File: src/rtl/checkbits_pkg.sv
// checkbits_pkg: shared types and default marks for the checkbits monitor.
// Provides the run-state enum and the default start/finish mark values.
package checkbits_pkg;

    typedef enum logic [1:0] {
        ST_IDLE    = 2'd0,
        ST_RUN     = 2'd1,
        ST_DONE    = 2'd2,
        ST_TIMEOUT = 2'd3
    } state_t;

    localparam logic [15:0] DEF_START_MARK  = 16'hA5A5;
    localparam logic [15:0] DEF_FINISH_MARK = 16'h5A5A;

endpackage

File: src/rtl/checkbits_filter.sv
// checkbits_filter: two-flop synchroniser plus stability filter.
// Ports: clk, rst (sync, active-high), check_in (async raw bus),
//        value (debounced accepted value), accept (one-cycle new-value strobe).
module checkbits_filter
    import checkbits_pkg::*;
#(
    parameter int WIDTH         = 16,
    parameter int STABLE_CYCLES = 2
) (
    input  logic             clk,
    input  logic             rst,
    input  logic [WIDTH-1:0] check_in,
    output logic [WIDTH-1:0] value,
    output logic             accept
);

    localparam int CW = $clog2(STABLE_CYCLES + 1);

    logic [WIDTH-1:0] s1;
    logic [WIDTH-1:0] s2;
    logic [WIDTH-1:0] cand;
    logic [WIDTH-1:0] cand_next;
    logic [CW-1:0]    cnt;
    logic [CW-1:0]    cnt_next;
    logic             take;

    // The accept decision uses the post-update candidate and count so that
    // STABLE_CYCLES=1 accepts on the first synchronised sample.
    always_comb begin
        cand_next = cand;
        cnt_next  = cnt;
        if (s2 != cand) begin
            cand_next = s2;
            cnt_next  = CW'(1);
        end else if (cnt < CW'(STABLE_CYCLES)) begin
            cnt_next = cnt + CW'(1);
        end
        take = (cnt_next == CW'(STABLE_CYCLES)) && (cand_next != value);
    end

    always_ff @(posedge clk) begin
        if (rst) begin
            s1     <= '0;
            s2     <= '0;
            cand   <= '0;
            cnt    <= '0;
            value  <= '0;
            accept <= 1'b0;
        end else begin
            s1     <= check_in;
            s2     <= s1;
            cand   <= cand_next;
            cnt    <= cnt_next;
            accept <= take;
            if (take) begin
                value <= cand_next;
            end
        end
    end

endmodule

File: src/rtl/checkbits_monitor.sv
// checkbits_monitor: debounced start/finish run monitor with counters.
// Ports: clk, rst, check_in, clear -> state, done_pulse, error,
//        cycle_count, change_count, value.
module checkbits_monitor
    import checkbits_pkg::*;
#(
    parameter int               WIDTH         = 16,
    parameter logic [WIDTH-1:0] START_MARK    = DEF_START_MARK,
    parameter logic [WIDTH-1:0] FINISH_MARK   = DEF_FINISH_MARK,
    parameter int               STABLE_CYCLES = 2,
    parameter int               CNT_W         = 32,
    parameter int unsigned      TIMEOUT       = 0
) (
    input  logic             clk,
    input  logic             rst,
    input  logic [WIDTH-1:0] check_in,
    input  logic             clear,
    output logic [1:0]       state,
    output logic             done_pulse,
    output logic             error,
    output logic [CNT_W-1:0] cycle_count,
    output logic [15:0]      change_count,
    output logic [WIDTH-1:0] value
);

    if (START_MARK == FINISH_MARK) begin : g_bad_marks
        $error("checkbits_monitor: START_MARK must differ from FINISH_MARK");
    end
    if (STABLE_CYCLES < 1) begin : g_bad_stable
        $error("checkbits_monitor: STABLE_CYCLES must be at least 1");
    end

    logic accept;

    checkbits_filter #(
        .WIDTH         (WIDTH),
        .STABLE_CYCLES (STABLE_CYCLES)
    ) u_filter (
        .clk      (clk),
        .rst      (rst),
        .check_in (check_in),
        .value    (value),
        .accept   (accept)
    );

    state_t           cur_state;
    state_t           next_state;
    logic [CNT_W-1:0] cyc_next;
    logic [CNT_W-1:0] cyc_inc;
    logic [15:0]      chg_next;
    logic [15:0]      chg_inc;
    logic             err_next;
    logic             pulse_next;
    logic             is_start;
    logic             is_finish;
    logic             hit_limit;

    assign state = cur_state;

    always_ff @(posedge clk) begin
        if (rst) begin
            cur_state    <= ST_IDLE;
            cycle_count  <= '0;
            change_count <= '0;
            error        <= 1'b0;
            done_pulse   <= 1'b0;
        end else begin
            cur_state    <= next_state;
            cycle_count  <= cyc_next;
            change_count <= chg_next;
            error        <= err_next;
            done_pulse   <= pulse_next;
        end
    end

    always_comb begin
        next_state = cur_state;
        cyc_next   = cycle_count;
        chg_next   = change_count;
        err_next   = error;
        pulse_next = 1'b0;

        is_start  = accept && (value == START_MARK);
        is_finish = accept && (value == FINISH_MARK);
        cyc_inc   = (&cycle_count) ? cycle_count : cycle_count + CNT_W'(1);
        chg_inc   = (&change_count) ? change_count : change_count + 16'd1;
        hit_limit = (TIMEOUT != 0) && (cyc_inc == CNT_W'(TIMEOUT));

        if (clear) begin
            next_state = ST_IDLE;
            cyc_next   = '0;
            chg_next   = '0;
            err_next   = 1'b0;
        end else begin
            unique case (cur_state)
                ST_RUN: begin
                    cyc_next = cyc_inc;
                    if (is_finish) begin
                        next_state = ST_DONE;
                        pulse_next = 1'b1;
                    end else if (is_start) begin
                        // Restart: measure from the newest start mark.
                        cyc_next = '0;
                        chg_next = '0;
                        err_next = 1'b1;
                    end else begin
                        if (accept) begin
                            chg_next = chg_inc;
                        end
                        if (hit_limit) begin
                            next_state = ST_TIMEOUT;
                        end
                    end
                end
                ST_IDLE, ST_DONE, ST_TIMEOUT: begin
                    if (is_start) begin
                        next_state = ST_RUN;
                        cyc_next   = '0;
                        chg_next   = '0;
                    end else if (is_finish) begin
                        err_next = 1'b1;
                    end
                end
            endcase
        end
    end

endmodule
File: config.mk
export PLATFORM = sky130hd
export DESIGN_NAME = checkbits_monitor
export DESIGN_NICKNAME = d
export VERILOG_FILES = /design/src/rtl/checkbits_pkg.sv /design/src/rtl/checkbits_filter.sv /design/src/rtl/checkbits_monitor.sv
export SDC_FILE = /design/constraint.sdc
export NUM_CORES = 1
export LEC_CHECK = 0
export ABC_CLOCK_PERIOD_IN_PS = 2500
export CAP_MARGIN = 30
export CELL_PAD_IN_SITES_DETAIL_PLACEMENT = 0
export CELL_PAD_IN_SITES_GLOBAL_PLACEMENT = 1
export CORE_MARGIN = 2
export CORE_UTILIZATION = 35
export DETAILED_ROUTE_END_ITERATION = 10
export GPL_TIMING_DRIVEN = 0
export PLACE_DENSITY_LB_ADDON = 0.1
export SLEW_MARGIN = 20
export SYNTH_ARGS = -nofsm -noshare
export SYNTH_HDL_FRONTEND = slang
export SYNTH_SLANG_ARGS = --single-unit
File: constraint.sdc
create_clock -name clk -period 2.5 [get_ports clk]
set_clock_uncertainty 0.15 [all_clocks]
set_input_delay 0.5 -clock clk [delete_from_list [all_inputs] [get_ports clk]]
set_output_delay 0.5 -clock clk [all_outputs]
set_load 0.05 [all_outputs]
==> results of run 1 <==
[flip-flops by register name, indices dropped and copies added, names as in the netlist]
name and flops:
u_filter.cnt 2, error 1, state 2, u_filter.cand 16
u_filter.s1 16, done_pulse 1, u_filter.value 16, change_count 16
u_filter.accept 1, cycle_count 32, u_filter.s2 16
[cell type report]
class | instances | area, um2
tap | 184 | 230
clock buffer | 18 | 429
buffer | 24 | 118
inverter | 8 | 30.0
fill | 1428 | 7620
timing repair buffer | 90 | 891
multi-input combinational | 392 | 2670
sequential | 119 | 2380
clock inverter | 14 | 164
[synthesized netlist by cell type, types with 4 or more instances]
cell / n / area [um2]
sky130_fd_sc_hd__a211oi_1: 6 / 45.0
sky130_fd_sc_hd__nand4_1: 20 / 125
sky130_fd_sc_hd__and3_1: 4 / 25.0
sky130_fd_sc_hd__and4_1: 4 / 35.0
sky130_fd_sc_hd__or4_1: 18 / 135
sky130_fd_sc_hd__nor2b_1: 64 / 400
sky130_fd_sc_hd__or2_2: 5 / 31.3
sky130_fd_sc_hd__buf_4: 4 / 30.0
sky130_fd_sc_hd__nand2b_1: 11 / 68.8
sky130_fd_sc_hd__or3_1: 6 / 37.5
sky130_fd_sc_hd__mux2i_1: 9 / 90.1
sky130_fd_sc_hd__nand2_1: 27 / 101
sky130_fd_sc_hd__inv_1: 8 / 30.0
sky130_fd_sc_hd__nor2_1: 23 / 86.3
sky130_fd_sc_hd__nor4_1: 9 / 56.3
sky130_fd_sc_hd__xor2_1: 17 / 149
sky130_fd_sc_hd__xnor2_1: 23 / 201
sky130_fd_sc_hd__clkbuf_1: 16 / 60.1
sky130_fd_sc_hd__dfxtp_1: 119 / 2380
sky130_fd_sc_hd__o31ai_1: 18 / 135
sky130_fd_sc_hd__a21oi_1: 40 / 200
sky130_fd_sc_hd__o21ai_0: 7 / 35.0
sky130_fd_sc_hd__mux2_2: 16 / 180
sky130_fd_sc_hd__nand3_1: 23 / 115
[placed cells by master, fill, tap and decap left out, types with 9 or more instances in the layout]
cell                              Yosys  layout
sky130_fd_sc_hd__clkbuf_1            16      12
sky130_fd_sc_hd__clkbuf_16            0      17
sky130_fd_sc_hd__nor2b_1             64      64
sky130_fd_sc_hd__nand2b_1            11      11
sky130_fd_sc_hd__nand2_1             27      27
sky130_fd_sc_hd__mux2i_1              9       9
sky130_fd_sc_hd__a21oi_1             40      40
sky130_fd_sc_hd__nor2_1              23      23
sky130_fd_sc_hd__clkdlybuf4s50_1      0      86
sky130_fd_sc_hd__xnor2_1             23      23
sky130_fd_sc_hd__xor2_1              17      17
sky130_fd_sc_hd__nor4_1               9       9
sky130_fd_sc_hd__or4_1               18      18
sky130_fd_sc_hd__nand3_1             23      23
sky130_fd_sc_hd__mux2_2              16      16
sky130_fd_sc_hd__dfxtp_1            119     117
sky130_fd_sc_hd__o31ai_1             18      18
sky130_fd_sc_hd__nand4_1             20      20
[layer usage]
metal / GRT usage, % / wire length (um) / up-vias
li1: - / - / 2182
met4: 6.59 / 154 / 0
met5: 0 / 0 / -
met3: 4.42 / 578 / 11
met2: 26.2 / 6010 / 101
met1: 22.4 / 6390 / 2033
[final timing paths]
kind,endpoint,cells past startpoint,slack [ns],startpoint
min,u_filter.s2[13],1,0.28,u_filter.s1[13]
min reg2reg,u_filter.s2[13],1,0.28,u_filter.s1[13]
max reg2reg,cycle_count[18],5,0.10,u_filter.value[12]
max,cycle_count[18],5,0.10,u_filter.value[12]
[stage by stage]
step	worst slack (ns)	hold WS (ns)
finish	0.100	0.280
global route	-0.0309	0.300
CTS	0.0353	0.282
detailed placement	-0.433	0.271
global placement	-0.448	0.269
floorplan	0.00741	0.264
[critical path, cell delays in order, from the launching register on]
cell and delay (ns):
sky130_fd_sc_hd__dfxtp_1 0.36, sky130_fd_sc_hd__or4b_4 0.57, sky130_fd_sc_hd__nor4_4 0.41, sky130_fd_sc_hd__a21oi_1 0.19
sky130_fd_sc_hd__or4_1 0.49, sky130_fd_sc_hd__a21oi_1 0.15
[what timing repair did]
item                                    4_1_cts  5_1_grt
pin swaps                                     2        1
endpoints found under the setup margin       49       37
buffers inserted                              2        2
resized for setup                             3        8
[where the power goes]
| group | leakage [nW] | switching, mW | internal, mW |
|---|---|---|---|
| combinational | 1.16 | 0.0765 | 0.0761 |
| sequential | 0.968 | 0.0190 | 1.93 |
| clock | 0.287 | 0.955 | 1.49 |
[cell families after synthesis]
group	Yosys count	share of synthesized area (%)
AOI/OAI and AO/OA	90	11.5
xor gates and xnor gates	40	6.75
adders and majority gates	3	0.723
buffers and inverters	33	2.72
DFF	119	45.9
muxes	25	5.21
and+or+nand+nor	234	27.2
==> out/results.md, run 1 <==
| Stage | Result | Reported |
|:---|:---|:---|
| outcome | Run status | completed |
| floorplan | # IOs | 87 |
| synthesis | Dominant synthesized flop cell | sky130_fd_sc_hd__dfxtp_1 |
| clocking | Cts-stage hold buffer count | 0 |
| placement | Placer congestion estimate | 0.813 |
| global routing | Pin count of the biggest net entering global routing | 20 |
| detailed routing | Routed Wire Length | 13,100 um |
| layout | Final Util | 47.6% |
| synthesis | Net count after synthesis | 566 |
| setup path | Crit Path Category | reg -> reg |
| power and ir drop | Peak ir drop on the vdd network | 0.447 mV |
| placement | Count of port buffers added during placement | 86 |
| layout | Layout Nets | 674 |
| synthesis | Area of the mapped netlist | 5190 um2 |
| min path | Worst min-delay path class | reg -> reg |
| clocking | Max clock buf depth | 2 |
| floorplan | Initial cell density of the core | 35.7% |
| synthesis | Number of flops mapped to enable cells by yosys | 0 |
| clocking | Sinks on the clock net | 119 |
| layout | Layout overhead on the synthesized area | 33.2% |
| synthesis | Mapped Cells | 544 |
| layout | Non-filler instance count after layout | 849 |
| timing | Tightest Pin Transition | 0.609 ns |
| setup path | Nature of the critical path startpoint | register |
| timing | Final Hold Fails | 0 |
| run | Max-cap violations | 0 |
| detailed routing | Total iterations of the first detailed-routing run | 5 |
| timing | Period utilisation layout | 96.0% |
| global routing | Total overflow reported by the global router | 0 |
| timing | Max Clk Rate | 417 MHz |
| clocking | Clock tree from TritonCTS | built |
| synthesis | Register bit total from synthesis | 119 |
| clocking | Clock-pin slew on the worst setup and hold paths | 0.06 ns |
| synthesis | Number of warnings reported in the yosys synthesis log | 0 |
| timing | Slew headroom | 59.4% |
| synthesis | Fraction of synthesis flops using an asynchronous set or reset pin | 0% |
| timing | Setup repair after global routing missed its margin | yes |
| synthesis | Per-instance average area after synthesis | 9.54 um2 |
| detailed routing | Starting DRT DRC Count | 218 |
| floorplan | Die Span Y | 126 um |
| clocking | Number of clock buffers inserted by TritonCTS | 17 |
| synthesis | Fraction of the yosys area taken by sequential cells | 45.9% |
| timing | Number of setup violations in the final report | 0 |
| setup path | Kind of capture point of the worst setup path | register |
| placement | Post-placement cell area | 6280 um2 |
| clocking | Source-to-sink clock delay at the later pin of the worst-skew pair | 0.42 ns |
| floorplan | Horizontal extent of the die | 126 um |
| layout | Non-Filler Cell Area, Final | 6910 um2 |
| global routing | Wire length of the first global-routing pass | 21,000 um |
| synthesis | Cell variety after synth | 54 |
| detailed routing | Average wire per standard cell | 15.5 um |
| floorplan | CORE AREA | 14,500 um2 |
| layout | Share of cells above drive strength 1 | 11.4% |
| detailed routing | Detailed-route DRC error count | 0 |
| detailed routing | Detailed-route vias per instance | 5.10 |
| timing | Final period demand of the worst path | 2.40 ns |
| clocking | Clock tree root driver cell | sky130_fd_sc_hd__clkbuf_16 |
| timing | Number of slew-limit violations in the final report | 0 |
| timing | Setup total negative slack | 0 ns |
| floorplan | Placement Rows | 44 |
| detailed routing | Total number of vias | 4,327 |
| setup path | CP Data Arrival Time | 2.59 ns |
| power and ir drop | Overall power of the completed layout | 4.55 mW |
| setup path | Data required time at the worst endpoint | 2.69 ns |
| global routing | Vias in the first global route | 4,041 |
| clocking | Number of H-tree levels | 4 |
| global routing | Antenna violations before repair | 0 |
| placement | DPL Wire Length | 9660 um |
| placement | Total instance count after detailed placement | 814 |
| detailed routing | Number of nets with antenna violations after detailed routing | 0 |
| layout | Number of antenna diodes | 0 |
| power and ir drop | Static Leak | 2.41 nW |
| setup path | Crit Path Max Fanout | 5 |
| floorplan | Die area | 15,800 um2 |
| global routing | Total global routing track utilization | 16.8% |
| power and ir drop | Power density over the cells | 658 nW/um2 |
(Power assumes the default switching activity.)
==> run 2, diff against run 1 <==
- PLACE_DENSITY_LB_ADDON: 0.1 -> 0.08
==> run 2 against run 1 <==
Against the previous run: flip-flop and latch count stayed put; clock power is 2% higher; die area stayed put; register-to-register slack worse by 0.03 ns; count of clock-buffer cells in the layout is 1 higher; final cell count is 0.24% higher; final area is 0.72% higher; first-iteration DRC count is 13% higher; core utilization is 0.34 points higher; total power is 1.4% higher; worst hold slack better by 0.0054 ns; sequential share of layout area is 0.23 points lower; critical path type unchanged; largest power group unchanged.
==> out/results.md, run 2 (synthesis gave the netlist of run 1 again) <==
| Stage | Result | Reported | vs previous |
|:---|:---|:---|:---|
| min path | Worst min-delay path class | reg -> reg |  |
| clocking | Clock tree from TritonCTS | built |  |
| global routing | Wire length of the first global-routing pass | 21,700 um | +3.5% |
| global routing | Pin count of the biggest net entering global routing | 17 | -15% |
| timing | Final period demand of the worst path | 2.42 ns | +0.0251 ns |
| clocking | Cts-stage hold buffer count | 0 | unchanged |
| layout | Top reg by flops | cycle_count |  |
| setup path | RR Startpoint | u_filter.value[3] |  |
| layout | Number of flip-flops under the largest register name | 32 | unchanged |
| setup path | Crit Path Category | reg -> reg |  |
| setup path | CP Data Arrival Time | 2.62 ns | +0.03 ns |
| clocking | Max clock buf depth | 2 | unchanged |
| timing | Setup slack of the critical path after layout | 0.0754 ns | -0.0251 ns |
| global routing | Total global routing track utilization | 17.3% | +0.47 points |
| timing | Period utilisation layout | 97.0% | +1.0 points |
| global routing | Total overflow reported by the global router | 0 | unchanged |
| min path | Hold path depth | 1 | unchanged |
| layout | Leading cell types in the layout, fill and taps excluded | sky130_fd_sc_hd__dfxtp_1 (116), sky130_fd_sc_hd__clkdlybuf4s50_1 (86), sky130_fd_sc_hd__nor2b_1 (64), sky130_fd_sc_hd__a21oi_1 (40), sky130_fd_sc_hd__nand2_1 (26) |  |
| timing | Number of setup violations in the final report | 0 | unchanged |
| setup path | Kind of capture point of the worst setup path | register |  |
| global routing | Antenna violations before repair | 0 | unchanged |
| floorplan | Initial cell density of the core | 35.7% | unchanged |
| timing | Setup repair after global routing missed its margin | yes |  |
| min path | Startpoint of the lowest-slack hold path | u_filter.s1[11] |  |
| clocking | Number of clock buffers inserted by TritonCTS | 17 | unchanged |
| timing | Slew headroom | 62.5% | +3.1 points |
| detailed routing | Average wire per standard cell | 16.0 um | +3.4% |
| timing | Number of slew-limit violations in the final report | 0 | unchanged |
| floorplan | Placement Rows | 44 | unchanged |
| clocking | Number of H-tree levels | 4 | unchanged |
| floorplan | CORE AREA | 14,500 um2 | unchanged |
| detailed routing | Detailed-route DRC error count | 0 | unchanged |
| min path | Endpoint with the worst hold slack | u_filter.s2[11] |  |
| clocking | Sinks on the clock net | 119 | unchanged |
| placement | Placer congestion estimate | 0.804 | -1.1% |
| clocking | Clock tree root driver cell | sky130_fd_sc_hd__clkbuf_16 |  |
| power and ir drop | Power density over the cells | 663 nW/um2 | +0.68% |
| floorplan | Die area | 15,800 um2 | unchanged |
| detailed routing | Detailed-route vias per instance | 5.21 | +2.3% |
| placement | DPL Wire Length | 9960 um | +3.1% |
| detailed routing | Routed Wire Length | 13,600 um | +3.7% |
| global routing | Vias in the first global route | 4,225 | +4.6% |
| placement | Count of port buffers added during placement | 86 | unchanged |
| floorplan | Die Span Y | 126 um | unchanged |
| setup path | Worst R2R End | change_count[9] |  |
| timing | Tightest Pin Transition | 0.562 ns | -0.0466 ns |
| layout | Layout Nets | 676 | +0.30% |
| run | Max-cap violations | 0 | unchanged |
| timing | Max Clk Rate | 412 MHz | -1.0% |
| power and ir drop | Static Leak | 2.43 nW | +0.64% |
| floorplan | Horizontal extent of the die | 126 um | unchanged |
| layout | Most frequent standard cell in the layout excluding fill and tap cells | sky130_fd_sc_hd__dfxtp_1 |  |
| layout | Number of antenna diodes | 0 | unchanged |
| setup path | Nature of the critical path startpoint | register |  |
| setup path | Crit Path Max Fanout | 10 | +5 |
| clocking | Source-to-sink clock delay at the later pin of the worst-skew pair | 0.41 ns | about the same |
| detailed routing | Starting DRT DRC Count | 246 | +13% |
| detailed routing | Total iterations of the first detailed-routing run | 4 | -1 |
| power and ir drop | Peak ir drop on the vdd network | 0.419 mV | -6.1% |
| layout | Final Util | 47.9% | +0.34 points |
| clocking | Clock-pin slew on the worst setup and hold paths | 0.06 ns | about the same |
| setup path | Worst Reg-to-Reg Cells | 6 | +1 |
| floorplan | # IOs | 87 | unchanged |
| timing | Setup total negative slack | 0 ns | unchanged |
| detailed routing | Number of nets with antenna violations after detailed routing | 0 | unchanged |
| layout | Share of cells above drive strength 1 | 12.4% | +1.0 points |
| setup path | Setup slack on the worst flop-to-flop path | 0.08 ns | -0.03 ns |
| detailed routing | Total number of vias | 4,435 | +2.5% |
| timing | Final Hold Fails | 0 | unchanged |
| setup path | Data required time at the worst endpoint | 2.69 ns | about the same |
| placement | Worst slack after detailed placement | -0.535 ns | -0.102 ns |
| layout | Layout overhead on the synthesized area | 34.2% |  |
| outcome | Run status | completed |  |
==> run 2: critical path, cell delays in order, from the launching register on <==
cell,delay [ns]
sky130_fd_sc_hd__dfxtp_1,0.35
sky130_fd_sc_hd__or4b_4,0.56
sky130_fd_sc_hd__nor4_4,0.42
sky130_fd_sc_hd__nand2_1,0.16
sky130_fd_sc_hd__buf_4,0.21
sky130_fd_sc_hd__a2111o_1,0.36
sky130_fd_sc_hd__a21oi_1,0.14
==> run 2: where the power goes <==
group	switching, mW	total, mW	internal [mW]
combinational	0.0784	0.156	0.0774
clock	0.907	2.51	1.60
sequential	0.0184	1.95	1.93
total	1.00	4.62	3.61
==> run 2: metal layers <==
metal  up-vias  share of wire (%)  global-route usage [%]  wire length [um]
met1      2149                 45                    21.0              6160
li1       2185                  -                       -                 -
met4         0               0.76                    5.43               103
met5         -                  0                       0                 0
met3        10                3.6                    4.80               495
met2        91                 50                    29.8              6850
==> run 2: what timing repair did <==
item                                    CTS  global route
endpoints found under the setup margin   49            44
pin swaps                                 2             3
setup buffers                             2             3
resized for setup                         6            11
==> run 2: worst max path at each step <==
stage | endpoint | slack, ns | cells past startpoint | from
2_1_floorplan | state[1] | 0.007 | 6 | u_filter.value[13]
4_1_cts | change_count[3] | 0.04 | 6 | u_filter.value[13]
3_5_place_dp | change_count[11] | -0.54 | 6 | rst
6_report | change_count[9] | 0.08 | 6 | u_filter.value[3]
5_1_grt | cycle_count[18] | -0.02 | 5 | u_filter.value[3]
3_3_place_gp | change_count[11] | -0.56 | 6 | rst
==> run 2: metrics by stage <==
step	power (mW)	hold WS (ns)	area [um2]	std cells
after global placement	2.14	0.271	6280	814
after detailed placement	2.15	0.274	6280	814
final	4.62	0.285	6960	851
after CTS	4.67	0.288	6920	848
after floorplan	2.08	0.264	5190	544
after global routing	4.79	0.302	6960	851
==> run 2: area by class of cell <==
| cell class | count | area (um2) |
|---|---|---|
| Fill cell | 1380 | 7570 |
| Multi-Input combinational cell | 392 | 2680 |
| Sequential cell | 119 | 2390 |
| Timing Repair Buffer | 91 | 898 |
| Clock buffer | 19 | 443 |
| Tap cell | 184 | 230 |
| Clock inverter | 13 | 170 |
| Buffer | 25 | 125 |
| Inverter | 8 | 30.0 |
==> run 3, diff against run 2 <==
- PLACE_DENSITY: not set -> 0.75
- PLACE_DENSITY_LB_ADDON: 0.08 -> not set
==> run 3 against run 2 <==
Against the previous run: die area did not move; highest routed layer unchanged; global-route usage barely moved; setup slack improved by 0.0047 ns; via count fell by 0.27%; critical path depth fell by 5; clock power fell by 13%; non-clock buffer count did not move; count of clock-buffer cells in the layout fell by 2; flip-flop and latch count did not move; wire length fell by 0.46%; combinational power fell by 3%; sequential power barely moved.
==> out/results.md, run 3 (synthesis gave the netlist of run 1 again) <==
| Stage | Result | Reported | vs previous |
|:---|:---|:---|:---|
| setup path | Nature of the critical path startpoint | register |  |
| min path | Worst min-delay path class | reg -> reg |  |
| floorplan | CORE AREA | 14,500 um2 | unchanged |
| setup path | Crit Path Category | reg -> out |  |
| timing | Setup repair after global routing missed its margin | yes |  |
| clocking | Clock-pin slew on the worst setup and hold paths | 0.06 ns | about the same |
| setup path | Kind of capture point of the worst setup path | output port |  |
| layout | Most frequent standard cell in the layout excluding fill and tap cells | sky130_fd_sc_hd__dfxtp_1 |  |
| timing | Final period demand of the worst path | 2.42 ns | -0.00468 ns |
| power and ir drop | Share of power burned in registers | 45.4% | +3.2 points |
| floorplan | Placement Rows | 44 | unchanged |
| layout | Layout overhead on the synthesized area | 32.4% |  |
| global routing | Vias in the first global route | 4,348 | +2.9% |
| clocking | Clock tree root driver cell | sky130_fd_sc_hd__clkbuf_16 |  |
| power and ir drop | Part of the power in combinational logic | 3.5% | about the same |
| detailed routing | Average wire per standard cell | 15.9 um | -0.34% |
| global routing | Antenna violations before repair | 0 | unchanged |
| clocking | Clock tree from TritonCTS | built |  |
| setup path | CP Data Arrival Time | 1.77 ns | -0.85 ns |
| floorplan | Die Span Y | 126 um | unchanged |
| clocking | Cts-stage hold buffer count | 0 | unchanged |
| timing | Slew headroom | 59.7% | -2.8 points |
| run | Max-cap violations | 0 | unchanged |
| layout | Area taken by multi-input logic gates | 2680 um2 | about the same |
| clocking | Number of clock buffers inserted by TritonCTS | 17 | unchanged |
| power and ir drop | Static Leak | 2.39 nW | -1.8% |
| detailed routing | Starting DRT DRC Count | 268 | +8.9% |
| global routing | Pin count of the biggest net entering global routing | 17 | unchanged |
| layout | Final Util | 47.3% | -0.65 points |
| timing | Setup total negative slack | 0 ns | unchanged |
| floorplan | # IOs | 87 | unchanged |
| global routing | Total global routing track utilization | 17.3% | +0.024 points |
| layout | Number of flip-flops under the largest register name | 32 | unchanged |
| clocking | Sinks on the clock net | 119 | unchanged |
| clocking | Max clock buf depth | 2 | unchanged |
| layout | Number of antenna diodes | 0 | unchanged |
| placement | Count of port buffers added during placement | 86 | unchanged |
| timing | Final Hold Fails | 0 | unchanged |
| timing | Tightest Pin Transition | 0.604 ns | +0.0420 ns |
| layout | Area used by sequential logic in the layout | 2380 um2 | about the same |
| outcome | Run status | completed |  |
| detailed routing | Number of nets with antenna violations after detailed routing | 0 | unchanged |
| setup path | Highest cell delay on the worst timing path | 0.86 ns | +0.30 ns |
| timing | Period utilisation layout | 96.8% | -0.19 points |
| timing | Max Clk Rate | 413 MHz | +0.19% |
| power and ir drop | Switching power share of the total | 23.8% | +2.0 points |
| setup path | Cell Chain, Critical Path | clkdlybuf4s50_1 |  |
| power and ir drop | Switching pwr | 1.02 mW | +1.6% |
| layout | Leading cell types in the layout, fill and taps excluded | sky130_fd_sc_hd__dfxtp_1 (117), sky130_fd_sc_hd__clkdlybuf4s50_1 (86), sky130_fd_sc_hd__nor2b_1 (64), sky130_fd_sc_hd__a21oi_1 (40), sky130_fd_sc_hd__nand2_1 (26) |  |
| power and ir drop | Peak ir drop on the vdd network | 0.488 mV | +16% |
| setup path | Cell family contributing the most delay on the critical path | buffers and inverters |  |
| layout | Top reg by flops | cycle_count |  |
| detailed routing | Total iterations of the first detailed-routing run | 4 | unchanged |
| power and ir drop | Relative contribution of the clock network to total power | 51.0% | -3.4 points |
| detailed routing | Total number of vias | 4,423 | -0.27% |
| setup path | Crit Path Max Fanout | 6 | -4 |
| power and ir drop | Overall power of the completed layout | 4.29 mW | -7.0% |
| power and ir drop | Power density over the cells | 625 nW/um2 | -5.8% |
| global routing | Wire length of the first global-routing pass | 21,900 um | +1.1% |
| setup path | Data required time at the worst endpoint | 1.85 ns | -0.84 ns |
| power and ir drop | Design internal power | 3.27 mW | -9.4% |
| placement | DPL Wire Length | 9750 um | -2.1% |
| detailed routing | Detailed-route vias per instance | 5.20 | -0.15% |
| layout | Fillers | 1,398 | +1.3% |
| setup path | Worst-path cell with the longest stage delay | sky130_fd_sc_hd__clkdlybuf4s50_1 |  |
| timing | Number of slew-limit violations in the final report | 0 | unchanged |
| clocking | Number of H-tree levels | 4 | unchanged |
| detailed routing | Detailed-route DRC error count | 0 | unchanged |
| setup path | Number of buffers and inverters on the critical path | 1 | unchanged |
| global routing | Total overflow reported by the global router | 0 | unchanged |
| detailed routing | Routed Wire Length | 13,500 um | -0.46% |
| layout | Share of cells above drive strength 1 | 12.2% | -0.28 points |
| floorplan | Horizontal extent of the die | 126 um | unchanged |
| layout | Layout Nets | 676 | unchanged |
| placement | Placer congestion estimate | 0.849 | +5.5% |
| floorplan | Initial cell density of the core | 35.7% | unchanged |
| floorplan | Die area | 15,800 um2 | unchanged |
| timing | Number of setup violations in the final report | 0 | unchanged |
| clocking | Source-to-sink clock delay at the later pin of the worst-skew pair | 0.41 ns | about the same |
run 3: cell count changes in the layout (fill, tap and decap cells not counted), sizes merged:
| cell | previous run | this run |
|---|---|---|
| clkbuf | 34 | 29 |
| clkinv | 4 | 6 |
| clkinvlp | 3 | 5 |
| buf | 15 | 18 |
| bufinv | 3 | 0 |
run 3: path summary, 6_finish.rpt:
check                           slack [ns]  cells past startpoint         endpoint              start
worst max-delay path                  0.08                      1         state[0]           state[0]
worst min-delay path                  0.28                      1   u_filter.s2[9]     u_filter.s1[9]
worst max register to register        0.10                      6  change_count[9]  u_filter.value[3]
worst min register to register        0.28                      1   u_filter.s2[9]     u_filter.s1[9]
run 3: worst register-to-register path: stages (launching register included):
cell	delay, ns
sky130_fd_sc_hd__dfxtp_1	0.37
sky130_fd_sc_hd__or4b_4	0.57
sky130_fd_sc_hd__nor4_4	0.38
sky130_fd_sc_hd__nand2_1	0.15
sky130_fd_sc_hd__buf_4	0.21
sky130_fd_sc_hd__a2111o_1	0.37
sky130_fd_sc_hd__a21oi_1	0.14
run 3: power by group through the flow:
stage	registers (mW)	logic [mW]	clock network [mW]
detailed placement	1.99	0.152	0
finish	1.95	0.152	2.19
global placement	1.99	0.150	0
floorplan	1.99	0.0896	0
CTS	1.95	0.154	2.24
global route	1.95	0.167	2.33
run 3: per-stage QoR:
step / worst slack, ns / hold slack, ns / cell area [um2] / cells
2_1_floorplan: 0.00741 / 0.264 / 5190 / 544
3_3_place_gp: -0.481 / 0.272 / 6280 / 814
3_5_place_dp: -0.472 / 0.272 / 6280 / 814
4_1_cts: 0.00608 / 0.286 / 6830 / 847
5_1_grt: -0.0403 / 0.303 / 6870 / 850
6_report: 0.0801 / 0.285 / 6870 / 850
run 3: repair_timing:
item / CTS / global route
endpoints found under the setup margin: 45 / 34
pin swaps: 2 / 2
cloned: 0 / 0
buffers inserted: 2 / 3
resized for setup: 4 / 9
run 3: per-layer routing:
layer / GRT usage, % / part of all wire (%)
met1: 20.9 / 45
met2: 30.2 / 50
met3: 4.89 / 4.8
met4: 4.91 / 0.56
met5: 0 / 0
run 3: final cells by class:
type | instances | share of cell area [%]
buffer | 25 | 1.71
clock buffer | 17 | 6.19
clock inverter | 14 | 1.53
inverter | 8 | 0.437
multi-input combinational | 392 | 39.0
sequential | 119 | 34.7
tap | 184 | 3.35
timing repair buffer | 91 | 13.1
==> edit: new RTL, config.mk and constraints of run 1 <==
`WIDTH` is set to 16 in 2 places; all go to 32.
--- a/src/rtl/checkbits_filter.sv
+++ b/src/rtl/checkbits_filter.sv
@@ -4,7 +4,7 @@
 module checkbits_filter
     import checkbits_pkg::*;
 #(
-    parameter int WIDTH         = 16,
+    parameter int WIDTH         = 32,
     parameter int STABLE_CYCLES = 2
 ) (
     input  logic             clk,
--- a/src/rtl/checkbits_monitor.sv
+++ b/src/rtl/checkbits_monitor.sv
@@ -4,7 +4,7 @@
 module checkbits_monitor
     import checkbits_pkg::*;
 #(
-    parameter int               WIDTH         = 16,
+    parameter int               WIDTH         = 32,
     parameter logic [WIDTH-1:0] START_MARK    = DEF_START_MARK,
     parameter logic [WIDTH-1:0] FINISH_MARK   = DEF_FINISH_MARK,
     parameter int               STABLE_CYCLES = 2,
Interface: changed (resized check_in and value); port bits go from 87 to 119. No check against the original RTL was run, so the function may have changed too.
==> edit against run 1 <==
- core utilization grew 0.56 points
- routed wire length up 41%
- final area increased by 41%
- non-clock buffer count increased by 46
- sequential power is 54% higher
- synthesized area is 40% higher
- global-route usage rose by 0.57 points
- setup slack got worse by 0.082 ns
- sequential cell count up 64
- power increased by 29%
- final cell count up 36%
- first-iteration DRC count up 2.3%
- critical endpoint is now change_count[3]
- largest cell class is now flip-flops and latches
- largest power group is now registers
==> edit: results <==
group,metric,value,unit
setup_path,cp.arrival,2.65,ns
synth,muxShareOfSynthArea,0.0510,
synth,ys_top_cells_by_count,"dfxtp_1 (183), nor2b_1 (130), xor2_1 (59)",
placement,port_buffers,118,
final_layout,nets,914,
pwr,ir_worst_vdd,0.498,mV
clock_network,numCtsBuffers,17,
synth,synth-seq-area-share,0.504,
final_layout,multi_input_area_share,0.379,
drt,met3_length,627,um
synth,synth_nets,763,
global_route,grt_use_total,0.174,
drt,dr.first_iter.drc_count,223,
final_layout,buffer_area_frac,0.147,
final_layout,nonClockBufferCount,160,
global_route,grt_pass1_wl,29500,um
final_layout,multi_input_cells,507,
placement,place_hpwl,14200,um
synth,synth_compound_area_frac,0.0388,
final_layout,final-clk-cell-share,0.0574,
final_layout,register_area,3700,sq um
clock_network,clock-sinks,183,
status,status,"finished clean",
drt,via_per_inst,4.79,
timing,maxSlewHeadroom,0.597,
final_layout,final_layout_size_suffix_gt1_frac,0.175,
placement,gp_congestion,0.801,
final_layout,inv_count,7,
synth,yosys.cell_types.count,49,
global_route,grt_start_max_net_pins,17,
placement,pre_cts_ws,-0.905,ns
synth,ys_warn_count,0,
global_route,grt_pass1_vias,5614,
drt,wl_met2,9330,um
synth,synth_xor_area_frac,0.115,
pwr,p_leak,3.69,nW
synth,synth_fa_ha_area_frac,0.00517,
drt,avgRoutedWirePerCell,15.9,um
drt,met1_length,8140,um
drt,dr.pass1.iters,4,
[edit: cell count changes in the layout (fill, tap and decap cells not counted), sizes merged, moves of 16 or more]
cell	run 1	this run
nor2	23	48
nor2b	64	130
a21oi	40	11
mux2	16	32
dfxtp	119	183
clkdlybuf4s50	86	118
o31ai	18	2
or4	19	2
xor2	17	59
[edit: worst paths after layout]
check,from,to,slack (ns),cells after the start
hold / removal,u_filter.s1[12],u_filter.s2[12],0.29,1
setup reg to reg,u_filter.value[8],change_count[3],0.02,7
setup / recovery,u_filter.value[8],change_count[3],0.02,7
hold reg to reg,u_filter.s1[12],u_filter.s2[12],0.29,1
[edit: power groups by stage]
stage | sequential [mW] | combinational, mW | clock, mW
2_1_floorplan | 3.07 | 0.145 | 0
3_3_place_gp | 3.08 | 0.255 | 0
3_5_place_dp | 3.08 | 0.258 | 0
4_1_cts | 3.01 | 0.270 | 2.62
5_1_grt | 3.02 | 0.306 | 2.73
6_report | 3.01 | 0.276 | 2.57
[edit: what timing repair did]
action	4_1_cts	5_1_grt
pin swaps	9	15
buffers inserted	6	10
endpoints found under the setup margin	110	87
cloned	1	0
gates resized for setup	32	37
[edit: per-stage QoR]
stage	power [mW]	cells	hold WS, ns	cell area, sq um
CTS	5.91	1150	0.288	9560
global route	6.05	1158	0.306	9770
detailed placement	3.34	1113	0.273	8800
finish	5.86	1158	0.286	9770
global placement	3.33	1113	0.276	8800
floorplan	3.21	725	0.264	7290
[edit: per-layer routing]
metal	up-vias	GRT usage
met4	0	0.0586
met3	23	0.0328
met2	102	0.306
met1	2655	0.214
met5	-	0
li1	2772	-
